`src/rtl/intpol2_iq_out_packer.sv`:
```
`default_nettype none
// ============================================================================
// Module   : intpol2_iq_out_packer
// Brief    : Drains the I/Q interpolator output FIFOs in lockstep and packs
//            each pair into a {Q,I} valid/ready stream word with frame-end.
// Revision : 1.0 - initial release
// ============================================================================
module intpol2_iq_out_packer #(
    parameter int DATA_WIDTH = 16,
    parameter int LEN_WIDTH  = 16
) (
    input  logic                    clk,
    input  logic                    rst,
    input  logic                    start,
    input  logic [LEN_WIDTH-1:0]    frame_len,
    input  logic                    Empty_I_i,
    input  logic                    Empty_Q_i,
    input  logic [DATA_WIDTH-1:0]   data_I_i,
    input  logic [DATA_WIDTH-1:0]   data_Q_i,
    output logic                    Read_Enable_fifo,
    output logic [2*DATA_WIDTH-1:0] m_data,
    output logic                    m_valid,
    input  logic                    m_ready,
    output logic                    m_last,
    output logic [LEN_WIDTH-1:0]    count_o,
    output logic [7:0]              status_reg
);

    localparam logic [1:0] S_IDLE  = 2'd0;
    localparam logic [1:0] S_RUN   = 2'd1;
    localparam logic [1:0] S_DRAIN = 2'd2;
    localparam logic [1:0] S_DONE  = 2'd3;

    localparam logic [LEN_WIDTH-1:0] c_len_one = {{(LEN_WIDTH-1){1'b0}}, 1'b1};

    logic [1:0]              r_state;
    logic [LEN_WIDTH-1:0]    r_len;
    logic [LEN_WIDTH-1:0]    r_req;
    logic [LEN_WIDTH-1:0]    r_count;
    logic                    r_inflight;
    logic [2*DATA_WIDTH-1:0] r_mem [2];
    logic                    r_wr_ptr;
    logic                    r_rd_ptr;
    logic [1:0]              r_occ;
    logic                    r_skew_err;
    logic                    r_len_err;

    logic                    w_hs;
    logic [2:0]              w_pending;
    logic                    w_re;
    logic [1:0]              w_occ_nxt;
    logic                    w_cnt_inc;
    logic [LEN_WIDTH-1:0]    w_count_nxt;

    assign m_valid = (r_occ != 2'd0);
    assign w_hs    = m_valid & m_ready;

    // A pop in this cycle frees its slot, so streaming sustains one read per cycle.
    assign w_pending = {1'b0, r_occ} + {2'b0, r_inflight} - {2'b0, w_hs};
    assign w_re      = (r_state == S_RUN) & ~Empty_I_i & ~Empty_Q_i &
                       (r_req < r_len) & (w_pending < 3'd2);

    assign w_occ_nxt   = r_occ + {1'b0, r_inflight} - {1'b0, w_hs};
    assign w_cnt_inc   = w_hs & (r_count != r_len);
    assign w_count_nxt = w_cnt_inc ? (r_count + c_len_one) : r_count;

    assign Read_Enable_fifo = w_re;
    assign m_data           = r_mem[r_rd_ptr];
    assign m_last           = m_valid & (r_count == (r_len - c_len_one));
    assign count_o          = r_count;
    assign status_reg       = {4'b0000, r_len_err, r_skew_err,
                               (r_state == S_RUN) | (r_state == S_DRAIN),
                               (r_state == S_DONE)};

    always_ff @(posedge clk) begin
        if (rst) begin
            r_state    <= S_IDLE;
            r_len      <= '0;
            r_req      <= '0;
            r_count    <= '0;
            r_inflight <= 1'b0;
            r_mem[0]   <= '0;
            r_mem[1]   <= '0;
            r_wr_ptr   <= 1'b0;
            r_rd_ptr   <= 1'b0;
            r_occ      <= 2'd0;
            r_skew_err <= 1'b0;
            r_len_err  <= 1'b0;
        end else begin
            r_inflight <= w_re;
            if (r_inflight) begin
                r_mem[r_wr_ptr] <= {data_Q_i, data_I_i};
                r_wr_ptr        <= ~r_wr_ptr;
            end
            if (w_hs) begin
                r_rd_ptr <= ~r_rd_ptr;
            end
            r_occ   <= w_occ_nxt;
            r_count <= w_count_nxt;
            if (w_re) begin
                r_req <= r_req + c_len_one;
            end

            case (r_state)
                S_IDLE: begin
                    if (start) begin
                        if (frame_len != '0) begin
                            r_len      <= frame_len;
                            r_count    <= '0;
                            r_req      <= '0;
                            r_skew_err <= 1'b0;
                            r_len_err  <= 1'b0;
                            r_state    <= S_RUN;
                        end else begin
                            r_len_err <= 1'b1;
                        end
                    end
                end
                S_RUN: begin
                    if (Empty_I_i != Empty_Q_i) begin
                        r_skew_err <= 1'b1;
                    end
                    if (w_re && ((r_req + c_len_one) == r_len)) begin
                        r_state <= S_DRAIN;
                    end
                end
                S_DRAIN: begin
                    // Look ahead so DONE follows the final handshake directly.
                    if ((w_occ_nxt == 2'd0) && (w_count_nxt == r_len)) begin
                        r_state <= S_DONE;
                    end
                end
                S_DONE: begin
                    r_state <= S_IDLE;
                end
                default: begin
                    r_state <= S_IDLE;
                end
            endcase
        end
    end

endmodule
`default_nettype wire

```
`config.mk`:
```
export PLATFORM = sky130hd
export DESIGN_NAME = intpol2_iq_out_packer
export DESIGN_NICKNAME = d
export VERILOG_FILES = /design/src/rtl/intpol2_iq_out_packer.sv
export SDC_FILE = /design/constraint.sdc
export NUM_CORES = 1
export LEC_CHECK = 0
export ABC_CLOCK_PERIOD_IN_PS = 4750
export BUFFER_PORTS_ARGS = -buffer_cell sky130_fd_sc_hd__buf_2
export CAP_MARGIN = 5
export CORE_MARGIN = 4
export CORE_UTILIZATION = 29
export CTS_CLUSTER_SIZE = 8
export DETAILED_ROUTE_END_ITERATION = 10
export PLACE_DENSITY = 0.45
export SKIP_CTS_REPAIR_TIMING = 1
export SLEW_MARGIN = 20
export SYNTH_ARGS = -nofsm -noshare
export SYNTH_HDL_FRONTEND = slang
export SYNTH_SLANG_ARGS = --single-unit
```
`constraint.sdc`:
```
create_clock -name clk -period 4.75 [get_ports clk]
set_input_delay 0 -clock clk [delete_from_list [all_inputs] [get_ports clk]]
set_output_delay 0 -clock clk [all_outputs]
set_load 0.03 [all_outputs]
```
==> impl_results.html, run 1 <==
<table>
<tr><th>Metric</th><th>Value</th></tr>
<tr><th colspan="2">STA</th></tr>
<tr><td>Worst-Margin Slew</td><td>0.933 ns</td></tr>
<tr><td>Maximum operating frequency</td><td>239 MHz</td></tr>
<tr><td>Setup repair after global routing missed its margin</td><td>no</td></tr>
<tr><td>Final setup vio count</td><td>0</td></tr>
<tr><td>Post-Route Skew</td><td>0.00796 ns</td></tr>
<tr><td>Fin. Hold Viols</td><td>0</td></tr>
<tr><td>Headroom to the max-slew limit</td><td>37.8%</td></tr>
<tr><td>Minimum clock period after layout</td><td>4.19 ns</td></tr>
<tr><td>Sum Neg Setup Slack</td><td>0 ns</td></tr>
<tr><td>Tightest hold margin</td><td>0.00279 ns</td></tr>
<tr><td>Tcrit/Tclk final</td><td>88.2%</td></tr>
<tr><td>Max-slew violation total from the final report</td><td>0</td></tr>
<tr><th colspan="2">Clocking</th></tr>
<tr><td>Master cell of the clock root buffer</td><td>sky130_fd_sc_hd__clkbuf_16</td></tr>
<tr><td>Sink count of the clock tree</td><td>122</td></tr>
<tr><td>CTS buffer count</td><td>17</td></tr>
<tr><td>Clock Pin Slew Worst Setup and Hold Paths</td><td>0.06 ns</td></tr>
<tr><td>TritonCTS clock tree</td><td>done</td></tr>
<tr><td>Depth of the CTS H-tree</td><td>4</td></tr>
<tr><td>Clock latency reported for the late side of the worst-skew pair</td><td>0.42 ns</td></tr>
<tr><td>Maximum clock insertion buffer count</td><td>2</td></tr>
<tr><th colspan="2">Route</th></tr>
<tr><td>Total detailed-routing wirelength</td><td>21.2 mm</td></tr>
<tr><td>Detail Route met2 WL</td><td>9.28 mm</td></tr>
<tr><td>Via-per-instance ratio</td><td>4.80</td></tr>
<tr><td>Met3 routed wirelength</td><td>901 um</td></tr>
<tr><td>Antenna viol nets, final</td><td>0</td></tr>
<tr><td>Vias after detailed routing</td><td>5875</td></tr>
<tr><td>Routed metal-1 wirelength</td><td>10.7 mm</td></tr>
<tr><td>Starting DRT DRC Count</td><td>281</td></tr>
<tr><td>Top layer used by detailed routing</td><td>met4</td></tr>
<tr><td>Detailed-route DRC error count</td><td>0</td></tr>
<tr><td>Number of iterations in the first detailed-routing pass</td><td>5</td></tr>
<tr><td>WL per Instance</td><td>17.3 um</td></tr>
<tr><th colspan="2">Placed design</th></tr>
<tr><td>Placed Cells</td><td>1142</td></tr>
<tr><td>IO buf count</td><td>108</td></tr>
<tr><td>Global placement routability congestion</td><td>0.887</td></tr>
<tr><td>Post-DP HPWL</td><td>15.3 mm</td></tr>
<tr><td>Placed inst area</td><td>0.00813 mm2</td></tr>
<tr><th colspan="2">Critical path</th></tr>
<tr><td>Worst Setup End Kind</td><td>register</td></tr>
<tr><td>Critical-path top delay cell</td><td>sky130_fd_sc_hd__fa_1</td></tr>
<tr><td>Category of the worst setup path launch point</td><td>register</td></tr>
<tr><td>CP Cell Sequence</td><td>or2_1, nand2_1, inv_1, ha_1, inv_1, ha_1, fa_1, nor4_1, nand3_1, a21oi_1, o21ai_0, or2_2, o41ai_4, nand2_2, or3b_1, a21oi_1</td></tr>
<tr><td>Arrival time of data at the critical path endpoint</td><td>4.54 ns</td></tr>
<tr><td>Top Family by Delay on Critical Path</td><td>simple AND/OR/NAND/NOR gates</td></tr>
<tr><td>Worst path max stage delay</td><td>0.48 ns</td></tr>
<tr><td>Worst setup path category</td><td>reg2reg</td></tr>
<tr><td>Required @ worst endpoint</td><td>5.10 ns</td></tr>
<tr><td>Number of buffers and inverters on the critical path</td><td>2</td></tr>
<tr><td>Top fanout value on the critical path</td><td>17</td></tr>
<tr><th colspan="2">Synth</th></tr>
<tr><td>Number of warnings issued by yosys</td><td>0</td></tr>
<tr><td>Number of flip-flops and latches in the synthesized netlist</td><td>122</td></tr>
<tr><td>Mean Syn Cell Area</td><td>9.87 um2</td></tr>
<tr><td>Synthesized area</td><td>0.00732 mm2</td></tr>
<tr><td>FFs w/ async S/R, synth</td><td>0%</td></tr>
<tr><td>Sequential cell area fraction in the yosys report</td><td>42.1%</td></tr>
<tr><td>Number of distinct library cell variants in the gate-level netlist after synthesis</td><td>77</td></tr>
<tr><td>Number of synthesized flops with an enable pin</td><td>64</td></tr>
<tr><td>Cell count after synthesis</td><td>741</td></tr>
<tr><td>Area leader, netlist</td><td>sky130_fd_sc_hd__edfxtp_1</td></tr>
<tr><td>Leading register cell type out of synthesis</td><td>sky130_fd_sc_hd__edfxtp_1</td></tr>
<tr><td>Fraction of synthesized cell area taken by the top area cell type</td><td>26.3%</td></tr>
<tr><td>Top area cells in the synthesized netlist</td><td>sky130_fd_sc_hd__edfxtp_1 (26%), sky130_fd_sc_hd__dfxtp_1 (16%), sky130_fd_sc_hd__and2_1 (5.8%), sky130_fd_sc_hd__xnor2_1 (5.1%), sky130_fd_sc_hd__mux2_2 (4.9%)</td></tr>
<tr><th colspan="2">Floorplan</th></tr>
<tr><td>Overall die width</td><td>167 um</td></tr>
<tr><td>Vertical extent of the die</td><td>167 um</td></tr>
<tr><td>Initial core utilization</td><td>29.7%</td></tr>
<tr><td>Core area</td><td>0.0246 mm2</td></tr>
<tr><td>IO Pins</td><td>113</td></tr>
<tr><td>Area enclosed by the die boundary</td><td>0.0278 mm2</td></tr>
<tr><td>Standard-cell rows</td><td>57</td></tr>
<tr><th colspan="2">Final layout</th></tr>
<tr><td>Layout-stage area growth over the synthesis result</td><td>25.9%</td></tr>
<tr><td>Post-layout net count</td><td>967</td></tr>
<tr><td>Fillers</td><td>2490</td></tr>
<tr><td>Antenna diode count</td><td>0</td></tr>
<tr><td>Non-filler cells in the finished layout</td><td>1224</td></tr>
<tr><td>Fin area</td><td>0.00921 mm2</td></tr>
<tr><td>Share of post-route cells with drive strength above 1</td><td>23.1%</td></tr>
<tr><th colspan="2">Pwr</th></tr>
<tr><td>Highest ir drop seen on vdd</td><td>0.167 mV</td></tr>
<tr><td>Static leakage</td><td>3.72 nW</td></tr>
<tr><td>Internal power contribution</td><td>2.43 mW</td></tr>
<tr><td>Portion of total power attributed to the clock network</td><td>32.7%</td></tr>
<tr><td>Seq pwr share</td><td>32.5%</td></tr>
<tr><td>Share of power burned in combinational logic</td><td>34.8%</td></tr>
<tr><td>Design Power</td><td>3.94 mW</td></tr>
<tr><td>Power density over the cells</td><td>428 mW/mm2</td></tr>
<tr><td>Net load switching power</td><td>1.51 mW</td></tr>
<tr><td>Sw Share</td><td>38.4%</td></tr>
<tr><th colspan="2">GRT</th></tr>
<tr><td>GR Overflow Total</td><td>0</td></tr>
<tr><td>Antenna violations before repair</td><td>0</td></tr>
<tr><td>GRT Util Overall</td><td>14.8%</td></tr>
<tr><td>First-pass GRT wire length</td><td>32.6 mm</td></tr>
<tr><td>Vias in the first global route</td><td>5576</td></tr>
<tr><td>Largest net degree at the start of global routing</td><td>34</td></tr>
<tr><th colspan="2">Job</th></tr>
<tr><td>Max-cap viol count</td><td>0</td></tr>
<tr><th colspan="2">Status</th></tr>
<tr><td>Result of the run</td><td>finished clean</td></tr>
<tr><th colspan="2">Min path</th></tr>
<tr><td>Worst min-delay path class</td><td>in2reg</td></tr>
</table>
metal layers:
metal,track usage [%],vias up
li1,-,2912
met1,21.6,2790
met2,22.2,152
met3,3.51,21
met4,3.77,0
met5,0,-
path summary, 6_finish.rpt:
check	end	cells past startpoint	from	slack (ns)
min reg2reg	r_len_err	2	r_len_err	0.47
max reg2reg	r_state[1]	16	r_occ[1]	0.56
min	r_skew_err	4	Empty_Q_i	0.003
max	r_state[1]	16	r_occ[1]	0.56
area by class of cell:
| cell class | instances | area (um2) | share of cell area (%) |
|---|---|---|---|
| multi-input cells | 540 | 3870 | 42.1 |
| flip-flops and latches | 122 | 3080 | 33.5 |
| repair buffers | 171 | 1140 | 12.4 |
| clock buffers | 17 | 425 | 4.62 |
| well taps | 324 | 405 | 4.40 |
| clock inverters | 15 | 153 | 1.66 |
| inverters | 35 | 131 | 1.43 |
logic make-up after synthesis:
family,after synthesis,share of synthesized area (%)
buf+inv,82,5.23
mux,51,7.54
other cells,1,0.0513
simple gates,277,20.8
flops,122,42.1
xor+xnor,75,9.29
compound gates,107,10.4
fa+ha+maj,26,4.55
cell usage after synthesis (4+ instances only):
cell / number
sky130_fd_sc_hd__dfxtp_1: 58
sky130_fd_sc_hd__nand3_1: 12
sky130_fd_sc_hd__o21ai_0: 17
sky130_fd_sc_hd__nor2_1: 73
sky130_fd_sc_hd__nand2_1: 32
sky130_fd_sc_hd__nor3_1: 15
sky130_fd_sc_hd__a31oi_1: 7
sky130_fd_sc_hd__mux2_2: 32
sky130_fd_sc_hd__nor4_1: 13
sky130_fd_sc_hd__ha_1: 25
sky130_fd_sc_hd__o211ai_1: 5
sky130_fd_sc_hd__or3_1: 8
sky130_fd_sc_hd__a211oi_1: 7
sky130_fd_sc_hd__or2_1: 4
sky130_fd_sc_hd__buf_1: 4
sky130_fd_sc_hd__nor2b_1: 11
sky130_fd_sc_hd__nor3b_1: 4
sky130_fd_sc_hd__buf_2: 5
sky130_fd_sc_hd__o2111ai_1: 4
sky130_fd_sc_hd__a21o_1: 5
sky130_fd_sc_hd__xnor2_1: 43
sky130_fd_sc_hd__buf_4: 7
sky130_fd_sc_hd__xor2_1: 29
sky130_fd_sc_hd__clkbuf_1: 26
sky130_fd_sc_hd__nand4_1: 11
sky130_fd_sc_hd__mux2i_1: 18
sky130_fd_sc_hd__and2_1: 68
sky130_fd_sc_hd__or2_2: 4
sky130_fd_sc_hd__inv_1: 35
sky130_fd_sc_hd__a21oi_1: 27
sky130_fd_sc_hd__edfxtp_1: 64
worst reg2reg max path: stages, from the launching register on:
cell,delay (ns)
sky130_fd_sc_hd__dfxtp_1,0.34
sky130_fd_sc_hd__or2_1,0.26
sky130_fd_sc_hd__nand2_1,0.24
sky130_fd_sc_hd__inv_1,0.17
sky130_fd_sc_hd__ha_1,0.30
sky130_fd_sc_hd__inv_1,0.04
sky130_fd_sc_hd__ha_1,0.17
sky130_fd_sc_hd__fa_1,0.48
sky130_fd_sc_hd__nor4_1,0.25
sky130_fd_sc_hd__nand3_1,0.14
sky130_fd_sc_hd__a21oi_1,0.15
sky130_fd_sc_hd__o21ai_0,0.12
sky130_fd_sc_hd__or2_2,0.45
sky130_fd_sc_hd__o41ai_4,0.46
sky130_fd_sc_hd__nand2_2,0.10
sky130_fd_sc_hd__or3b_1,0.36
sky130_fd_sc_hd__a21oi_1,0.12
layout by cell type, fill, tap and decap left out, types with 13 or more instances in the layout:
cell type                         n
sky130_fd_sc_hd__a21oi_1         27
sky130_fd_sc_hd__and2_1          68
sky130_fd_sc_hd__buf_2          108
sky130_fd_sc_hd__buf_4           13
sky130_fd_sc_hd__clkbuf_16       17
sky130_fd_sc_hd__dfxtp_1         58
sky130_fd_sc_hd__dlygate4sd3_1   50
sky130_fd_sc_hd__edfxtp_1        64
sky130_fd_sc_hd__ha_1            25
sky130_fd_sc_hd__inv_1           35
sky130_fd_sc_hd__mux2_2          32
sky130_fd_sc_hd__mux2i_1         18
sky130_fd_sc_hd__nand2_1         32
sky130_fd_sc_hd__nor2_1          73
sky130_fd_sc_hd__nor3_1          15
sky130_fd_sc_hd__nor4_1          13
sky130_fd_sc_hd__o21ai_0         17
sky130_fd_sc_hd__xnor2_1         43
sky130_fd_sc_hd__xor2_1          29
stage by stage:
step	worst slack (ns)	utilization, %
after floorplan	0.847	-
after global placement	0.670	33.0
after detailed placement	0.614	33.0
after CTS	0.568	35.4
after global routing	0.236	37.4
final	0.559	37.4
sequential cells by signal (all words and copies together), names as in the netlist, 2 cells and up, named ones only:
name,count
r_len,16
r_mem,64
r_occ,2
count_o,16
r_req,16
r_state,2
power by group through the flow:
| stage | logic [mW] | clock network, mW | registers (mW) |
|---|---|---|---|
| final | 1.37 | 1.29 | 1.28 |
| after global routing | 1.50 | 1.36 | 1.29 |
| after CTS | 1.34 | 1.32 | 1.28 |
| after detailed placement | 1.34 | 0 | 1.31 |
| after global placement | 1.35 | 0 | 1.31 |
| after floorplan | 1.03 | 0 | 1.26 |
Note: power is estimated with default switching activity, not from simulation.
==> run 2: changes to the inputs <==
--- a/config.mk
+++ b/config.mk
@@ -12,6 +12,7 @@
 export CORE_UTILIZATION = 29
 export CTS_CLUSTER_SIZE = 8
 export DETAILED_ROUTE_END_ITERATION = 10
+export MAX_ROUTING_LAYER = met4
 export PLACE_DENSITY = 0.45
 export SKIP_CTS_REPAIR_TIMING = 1
 export SLEW_MARGIN = 20
==> impl_results.html, run 2 (synthesis gave the netlist of run 1 again) <==
<table>
<tr><th>Metric</th><th>Value</th></tr>
<tr><th colspan="2">Status</th></tr>
<tr><td>Result of the run</td><td>finished clean</td></tr>
<tr><th colspan="2">STA</th></tr>
<tr><td>Sum Neg Setup Slack</td><td>0 ns</td></tr>
<tr><td>Tcrit/Tclk final</td><td>87.7%</td></tr>
<tr><td>Final setup vio count</td><td>0</td></tr>
<tr><td>Setup repair after global routing missed its margin</td><td>no</td></tr>
<tr><td>Max-slew violation total from the final report</td><td>0</td></tr>
<tr><td>Maximum operating frequency</td><td>240 MHz</td></tr>
<tr><td>Worst-Margin Slew</td><td>0.939 ns</td></tr>
<tr><td>Setup ws final</td><td>0.583 ns</td></tr>
<tr><td>Minimum clock period after layout</td><td>4.17 ns</td></tr>
<tr><td>Post-Route Skew</td><td>0.00966 ns</td></tr>
<tr><td>Headroom to the max-slew limit</td><td>37.4%</td></tr>
<tr><td>Fin. Hold Viols</td><td>0</td></tr>
<tr><th colspan="2">GRT</th></tr>
<tr><td>Global-route met1 utilization</td><td>21.7%</td></tr>
<tr><td>Antenna violations before repair</td><td>0</td></tr>
<tr><td>Largest net degree at the start of global routing</td><td>34</td></tr>
<tr><td>First-pass GRT wire length</td><td>32.6 mm</td></tr>
<tr><td>Met2 routing resource usage after global routing</td><td>22.2%</td></tr>
<tr><td>Vias in the first global route</td><td>5587</td></tr>
<tr><td>Busiest layer in global routing</td><td>met2</td></tr>
<tr><td>GR Overflow Total</td><td>0</td></tr>
<tr><td>Met3 Resource Use GR</td><td>3.06%</td></tr>
<tr><td>GRT Util Overall</td><td>15.3%</td></tr>
<tr><th colspan="2">Clocking</th></tr>
<tr><td>Clock latency reported for the late side of the worst-skew pair</td><td>0.42 ns</td></tr>
<tr><td>Clock Pin Slew Worst Setup and Hold Paths</td><td>0.06 ns</td></tr>
<tr><td>Sink count of the clock tree</td><td>122</td></tr>
<tr><td>TritonCTS clock tree</td><td>done</td></tr>
<tr><td>Master cell of the clock root buffer</td><td>sky130_fd_sc_hd__clkbuf_16</td></tr>
<tr><td>CTS buffer count</td><td>17</td></tr>
<tr><td>Maximum clock insertion buffer count</td><td>2</td></tr>
<tr><td>Depth of the CTS H-tree</td><td>4</td></tr>
<tr><th colspan="2">Route</th></tr>
<tr><td>Total detailed-routing wirelength</td><td>21.1 mm</td></tr>
<tr><td>Vias after detailed routing</td><td>5849</td></tr>
<tr><td>Via-per-instance ratio</td><td>4.78</td></tr>
<tr><td>Starting DRT DRC Count</td><td>310</td></tr>
<tr><td>WL per Instance</td><td>17.3 um</td></tr>
<tr><td>Detailed-route DRC error count</td><td>0</td></tr>
<tr><td>Number of iterations in the first detailed-routing pass</td><td>4</td></tr>
<tr><td>Antenna viol nets, final</td><td>0</td></tr>
<tr><th colspan="2">Floorplan</th></tr>
<tr><td>Initial core utilization</td><td>29.7%</td></tr>
<tr><td>Core area</td><td>0.0246 mm2</td></tr>
<tr><td>Standard-cell rows</td><td>57</td></tr>
<tr><td>Area enclosed by the die boundary</td><td>0.0278 mm2</td></tr>
<tr><td>Overall die width</td><td>167 um</td></tr>
<tr><td>IO Pins</td><td>113</td></tr>
<tr><td>Vertical extent of the die</td><td>167 um</td></tr>
<tr><th colspan="2">Placed design</th></tr>
<tr><td>IO buf count</td><td>108</td></tr>
<tr><td>Placed Cells</td><td>1142</td></tr>
<tr><td>Global placement routability congestion</td><td>0.902</td></tr>
<tr><td>Worst setup slack before clock tree synthesis</td><td>0.614 ns</td></tr>
<tr><td>Placed inst area</td><td>0.00813 mm2</td></tr>
<tr><td>Post-DP HPWL</td><td>15.3 mm</td></tr>
<tr><th colspan="2">Final layout</th></tr>
<tr><td>Post-layout net count</td><td>967</td></tr>
<tr><td>Layout-stage area growth over the synthesis result</td><td>25.9%</td></tr>
<tr><td>Share of post-route cells with drive strength above 1</td><td>23.1%</td></tr>
<tr><td>Fillers</td><td>2490</td></tr>
<tr><td>Antenna diode count</td><td>0</td></tr>
<tr><td>Non-filler cells in the finished layout</td><td>1224</td></tr>
<tr><td>Highest-count cells in the layout ignoring fill and taps</td><td>sky130_fd_sc_hd__buf_2 (108), sky130_fd_sc_hd__nor2_1 (73), sky130_fd_sc_hd__and2_1 (68), sky130_fd_sc_hd__edfxtp_1 (64), sky130_fd_sc_hd__dfxtp_1 (58)</td></tr>
<tr><td>Most common library cell in the layout ignoring fill and taps</td><td>sky130_fd_sc_hd__buf_2</td></tr>
<tr><td>Largest register FFs</td><td>64</td></tr>
<tr><td>Register containing the most flip-flops in the final layout</td><td>r_mem</td></tr>
<tr><td>Fin area</td><td>0.00921 mm2</td></tr>
<tr><th colspan="2">Critical path</th></tr>
<tr><td>Arrival time of data at the critical path endpoint</td><td>4.51 ns</td></tr>
<tr><td>Top Family by Delay on Critical Path</td><td>simple AND/OR/NAND/NOR gates</td></tr>
<tr><td>Startpoint of the lowest-slack register-to-register path</td><td>r_occ[1]</td></tr>
<tr><td>CP Cell Sequence</td><td>or2_1, nand2_1, inv_1, ha_1, inv_1, ha_1, fa_1, nor4_1, nand3_1, a21oi_1, o21ai_0, or2_2, o41ai_4, nand2_2, or3b_1, a21oi_1</td></tr>
<tr><td>Worst Setup End Kind</td><td>register</td></tr>
<tr><td>Number of buffers and inverters on the critical path</td><td>2</td></tr>
<tr><td>Category of the worst setup path launch point</td><td>register</td></tr>
<tr><td>Required @ worst endpoint</td><td>5.10 ns</td></tr>
<tr><td>Top fanout value on the critical path</td><td>17</td></tr>
<tr><td>Worst setup path category</td><td>reg2reg</td></tr>
<tr><td>Worst path max stage delay</td><td>0.48 ns</td></tr>
<tr><td>Critical-path top delay cell</td><td>sky130_fd_sc_hd__fa_1</td></tr>
<tr><td>Launch point of the critical path</td><td>r_occ[1]</td></tr>
<tr><th colspan="2">Pwr</th></tr>
<tr><td>Power density over the cells</td><td>427 mW/mm2</td></tr>
<tr><td>Design Power</td><td>3.94 mW</td></tr>
<tr><td>Static leakage</td><td>3.72 nW</td></tr>
<tr><td>Highest ir drop seen on vdd</td><td>0.167 mV</td></tr>
<tr><th colspan="2">Job</th></tr>
<tr><td>Max-cap viol count</td><td>0</td></tr>
<tr><th colspan="2">Min path</th></tr>
<tr><td>Min-delay src</td><td>Empty_Q_i</td></tr>
<tr><td>Worst min-delay path class</td><td>in2reg</td></tr>
</table>
[run 2: cell counts in the layout (fill, tap and decap cells not counted)]
No cell type changed its count.
[run 2: where the power goes]
part / total, mW / internal (mW) / switching, mW
combinational: 1.37 / 0.530 / 0.841
sequential: 1.28 / 1.19 / 0.0871
clock: 1.28 / 0.701 / 0.583
total: 3.94 / 2.42 / 1.51
[run 2: metal layers]
metal | vias to the layer above | part of all wire, %
met5 | - | 0
li1 | 2916 | -
met4 | 0 | 1.5
met2 | 154 | 44
met1 | 2757 | 50
met3 | 22 | 4.3
[run 2: tightest hold or removal path: cells and delay by family]
family | cells | cell delay [ns]
AOI/OAI and AO/OA | 1 | 0.14
buffers and inverters | 1 | 0.11
xor gates and xnor gates | 1 | 0.07
and+or+nand+nor | 1 | 0.05
[run 2: layout make-up]
class	instances	area, um2	share of cell area [%]
multi-input cells	540	3870	42.1
well taps	324	405	4.40
clock buffers	17	425	4.62
repair buffers	171	1140	12.4
inverters	35	131	1.43
clock inverters	15	153	1.66
flip-flops and latches	122	3080	33.5
[run 2: per-stage QoR]
step	util, %	hold WS (ns)
finish	37.4	0.00250
global placement	33.0	0.259
floorplan	-	0.138
global route	37.4	0.0102
CTS	35.4	-0.189
detailed placement	33.0	0.256
[run 2: worst paths after layout]
path / end / slack [ns] / depth (start not counted)
setup / recovery: r_state[1] / 0.58 / 16
setup reg to reg: r_state[1] / 0.58 / 16
hold reg to reg: r_len_err / 0.47 / 2
hold / removal: r_skew_err / 0.002 / 4
==> run 3: changes to the inputs <==
--- a/config.mk
+++ b/config.mk
@@ -5,11 +5,12 @@
 export SDC_FILE = /design/constraint.sdc
 export NUM_CORES = 1
 export LEC_CHECK = 0
-export ABC_CLOCK_PERIOD_IN_PS = 4750
+export ABC_CLOCK_PERIOD_IN_PS = 4700
 export BUFFER_PORTS_ARGS = -buffer_cell sky130_fd_sc_hd__buf_2
 export CAP_MARGIN = 5
 export CORE_MARGIN = 4
 export CORE_UTILIZATION = 29
+export CTS_BUF_LIST = sky130_fd_sc_hd__clkbuf_4 sky130_fd_sc_hd__clkbuf_8
 export CTS_CLUSTER_SIZE = 8
 export DETAILED_ROUTE_END_ITERATION = 10
 export MAX_ROUTING_LAYER = met4
==> constraint.sdc (replaced) <==
create_clock -name clk -period 4.7 [get_ports clk]
set_input_delay 0 -clock clk [delete_from_list [all_inputs] [get_ports clk]]
set_output_delay 0 -clock clk [all_outputs]
set_load 0.03 [all_outputs]
==> impl_results.html, run 3 (synthesis gave the netlist of run 1 again) <==
<table>
<tr><th>Metric</th><th>Value</th></tr>
<tr><th colspan="2">Final layout</th></tr>
<tr><td>Share of post-route cells with drive strength above 1</td><td>23.2%</td></tr>
<tr><td>Post-layout net count</td><td>969</td></tr>
<tr><td>Most common library cell in the layout ignoring fill and taps</td><td>sky130_fd_sc_hd__buf_2</td></tr>
<tr><td>Fillers</td><td>2542</td></tr>
<tr><td>Largest register FFs</td><td>64</td></tr>
<tr><td>Layout-stage area growth over the synthesis result</td><td>23.4%</td></tr>
<tr><td>Register containing the most flip-flops in the final layout</td><td>r_mem</td></tr>
<tr><td>Fin area</td><td>0.00903 mm2</td></tr>
<tr><td>Antenna diode count</td><td>0</td></tr>
<tr><td>Highest-count cells in the layout ignoring fill and taps</td><td>sky130_fd_sc_hd__buf_2 (108), sky130_fd_sc_hd__nor2_1 (73), sky130_fd_sc_hd__and2_1 (68), sky130_fd_sc_hd__edfxtp_1 (64), sky130_fd_sc_hd__dfxtp_1 (58)</td></tr>
<tr><td>Final standard cell utilization of the core</td><td>36.7%</td></tr>
<tr><th colspan="2">STA</th></tr>
<tr><td>Maximum operating frequency</td><td>239 MHz</td></tr>
<tr><td>Setup repair after global routing missed its margin</td><td>no</td></tr>
<tr><td>Minimum clock period after layout</td><td>4.18 ns</td></tr>
<tr><td>Worst-Margin Slew</td><td>0.947 ns</td></tr>
<tr><td>Max-slew violation total from the final report</td><td>0</td></tr>
<tr><td>Headroom to the max-slew limit</td><td>36.9%</td></tr>
<tr><td>Fin. Hold Viols</td><td>0</td></tr>
<tr><td>Tightest hold margin</td><td>0.0584 ns</td></tr>
<tr><td>Final setup vio count</td><td>0</td></tr>
<tr><td>Post-Route Skew</td><td>0.0118 ns</td></tr>
<tr><td>Sum Neg Setup Slack</td><td>0 ns</td></tr>
<tr><td>Tcrit/Tclk final</td><td>88.9%</td></tr>
<tr><th colspan="2">Floorplan</th></tr>
<tr><td>Initial core utilization</td><td>29.7%</td></tr>
<tr><td>Standard-cell rows</td><td>57</td></tr>
<tr><td>IO Pins</td><td>113</td></tr>
<tr><td>Core area</td><td>0.0246 mm2</td></tr>
<tr><td>Area enclosed by the die boundary</td><td>0.0278 mm2</td></tr>
<tr><td>Vertical extent of the die</td><td>167 um</td></tr>
<tr><td>Overall die width</td><td>167 um</td></tr>
<tr><th colspan="2">Route</th></tr>
<tr><td>Detailed-route DRC error count</td><td>0</td></tr>
<tr><td>WL per Instance</td><td>17.4 um</td></tr>
<tr><td>Antenna viol nets, final</td><td>0</td></tr>
<tr><td>Vias after detailed routing</td><td>5916</td></tr>
<tr><td>Via-per-instance ratio</td><td>4.83</td></tr>
<tr><td>Number of iterations in the first detailed-routing pass</td><td>5</td></tr>
<tr><td>Total detailed-routing wirelength</td><td>21.3 mm</td></tr>
<tr><td>Starting DRT DRC Count</td><td>420</td></tr>
<tr><th colspan="2">Critical path</th></tr>
<tr><td>Top fanout value on the critical path</td><td>17</td></tr>
<tr><td>Arrival time of data at the critical path endpoint</td><td>4.55 ns</td></tr>
<tr><td>Required @ worst endpoint</td><td>5.07 ns</td></tr>
<tr><td>Worst Setup End Kind</td><td>register</td></tr>
<tr><td>Worst setup slack for register-to-register paths</td><td>0.52 ns</td></tr>
<tr><td>Category of the worst setup path launch point</td><td>register</td></tr>
<tr><td>Worst setup path category</td><td>reg2reg</td></tr>
<tr><th colspan="2">Pwr</th></tr>
<tr><td>Seq pwr share</td><td>35.6%</td></tr>
<tr><td>Internal power contribution</td><td>2.14 mW</td></tr>
<tr><td>Static leakage</td><td>3.64 nW</td></tr>
<tr><td>Design Power</td><td>3.62 mW</td></tr>
<tr><td>Portion of total power attributed to the clock network</td><td>25.7%</td></tr>
<tr><td>Share of power burned in combinational logic</td><td>38.6%</td></tr>
<tr><td>Power density over the cells</td><td>401 mW/mm2</td></tr>
<tr><td>Highest ir drop seen on vdd</td><td>0.153 mV</td></tr>
<tr><td>Sw Share</td><td>41.0%</td></tr>
<tr><td>Net load switching power</td><td>1.48 mW</td></tr>
<tr><th colspan="2">Status</th></tr>
<tr><td>Result of the run</td><td>finished clean</td></tr>
<tr><th colspan="2">GRT</th></tr>
<tr><td>GR Overflow Total</td><td>0</td></tr>
<tr><td>GRT Util Overall</td><td>15.3%</td></tr>
<tr><td>Largest net degree at the start of global routing</td><td>34</td></tr>
<tr><td>First-pass GRT wire length</td><td>32.8 mm</td></tr>
<tr><td>Antenna violations before repair</td><td>0</td></tr>
<tr><td>Vias in the first global route</td><td>5618</td></tr>
<tr><th colspan="2">Placed design</th></tr>
<tr><td>Global placement routability congestion</td><td>0.899</td></tr>
<tr><td>Placed inst area</td><td>0.00814 mm2</td></tr>
<tr><td>Post-DP HPWL</td><td>15.4 mm</td></tr>
<tr><td>IO buf count</td><td>108</td></tr>
<tr><th colspan="2">Clocking</th></tr>
<tr><td>Sink count of the clock tree</td><td>122</td></tr>
<tr><td>Clock latency reported for the late side of the worst-skew pair</td><td>0.45 ns</td></tr>
<tr><td>CTS buffer count</td><td>17</td></tr>
<tr><td>Depth of the CTS H-tree</td><td>4</td></tr>
<tr><td>TritonCTS clock tree</td><td>done</td></tr>
<tr><td>Master cell of the clock root buffer</td><td>sky130_fd_sc_hd__clkbuf_8</td></tr>
<tr><td>Clock Pin Slew Worst Setup and Hold Paths</td><td>0.08 ns</td></tr>
<tr><td>Maximum clock insertion buffer count</td><td>2</td></tr>
<tr><th colspan="2">Min path</th></tr>
<tr><td>Worst min-delay path class</td><td>in2reg</td></tr>
<tr><th colspan="2">Job</th></tr>
<tr><td>Max-cap viol count</td><td>0</td></tr>
</table>
[run 3: cell count changes in the layout (fill, tap and decap cells not counted)]
cell and delta:
sky130_fd_sc_hd__clkbuf_16 -17, sky130_fd_sc_hd__clkbuf_8 +17, sky130_fd_sc_hd__inv_6 +2, sky130_fd_sc_hd__inv_8 -2, sky130_fd_sc_hd__buf_4 +1, sky130_fd_sc_hd__clkinv_4 +1
sky130_fd_sc_hd__clkinvlp_4 -1, sky130_fd_sc_hd__dlygate4sd3_1 +1
[run 3: worst paths after layout]
kind                     end  startpoint  depth (start not counted)
hold reg to reg    r_len_err   r_len_err                          2
setup / recovery  r_state[1]    r_occ[1]                         16
hold / removal      r_wr_ptr         rst                          2
setup reg to reg  r_state[1]    r_occ[1]                         16
[run 3: per-layer routing]
metal / GRT usage, % / share of wire (%) / wire length [um] / vias to the layer above
met2: 22.2 / 44 / 9400 / 160
met1: 21.8 / 50 / 10700 / 2820
met5: - / 0 / 0 / -
met3: 3.22 / 4.0 / 856 / 22
met4: 3.88 / 1.4 / 307 / 0
li1: - / - / - / 2914
[run 3: final cells by class]
type                            count  area, um2  area share (%)
Tap cell                          324        405            4.49
Clock buffer                       17        234            2.59
Timing Repair Buffer              173       1160            12.8
Multi-Input combinational cell    540       3870            42.9
Sequential cell                   122       3080            34.1
Inverter                           35        131            1.45
Clock inverter                     15        149            1.65
[run 3: worst max-delay path: stages, from the launching register on]
cell and delay [ns]:
sky130_fd_sc_hd__dfxtp_1 0.35, sky130_fd_sc_hd__or2_1 0.25, sky130_fd_sc_hd__nand2_1 0.25, sky130_fd_sc_hd__inv_1 0.17, sky130_fd_sc_hd__ha_1 0.30, sky130_fd_sc_hd__inv_1 0.04, sky130_fd_sc_hd__ha_1 0.18, sky130_fd_sc_hd__fa_1 0.48
sky130_fd_sc_hd__nor4_1 0.23, sky130_fd_sc_hd__nand3_1 0.13, sky130_fd_sc_hd__a21oi_1 0.15, sky130_fd_sc_hd__o21ai_0 0.11, sky130_fd_sc_hd__or2_2 0.44, sky130_fd_sc_hd__o41ai_4 0.45, sky130_fd_sc_hd__nand2_2 0.10, sky130_fd_sc_hd__or3b_1 0.36
sky130_fd_sc_hd__a21oi_1 0.12
[run 3: power by group through the flow]
| stage | logic [mW] | registers [mW] | clock network, mW |
|---|---|---|---|
| finish | 1.40 | 1.29 | 0.933 |
| global route | 1.53 | 1.30 | 1.01 |
| CTS | 1.37 | 1.29 | 0.964 |
| detailed placement | 1.36 | 1.32 | 0 |
| global placement | 1.37 | 1.31 | 0 |
| floorplan | 1.04 | 1.27 | 0 |
[run 3: stage by stage]
stage	worst slack, ns	std cells
after floorplan	0.797	744
after global placement	0.615	1143
after detailed placement	0.563	1143
after CTS	0.529	1175
after global routing	0.155	1226
final	0.520	1226
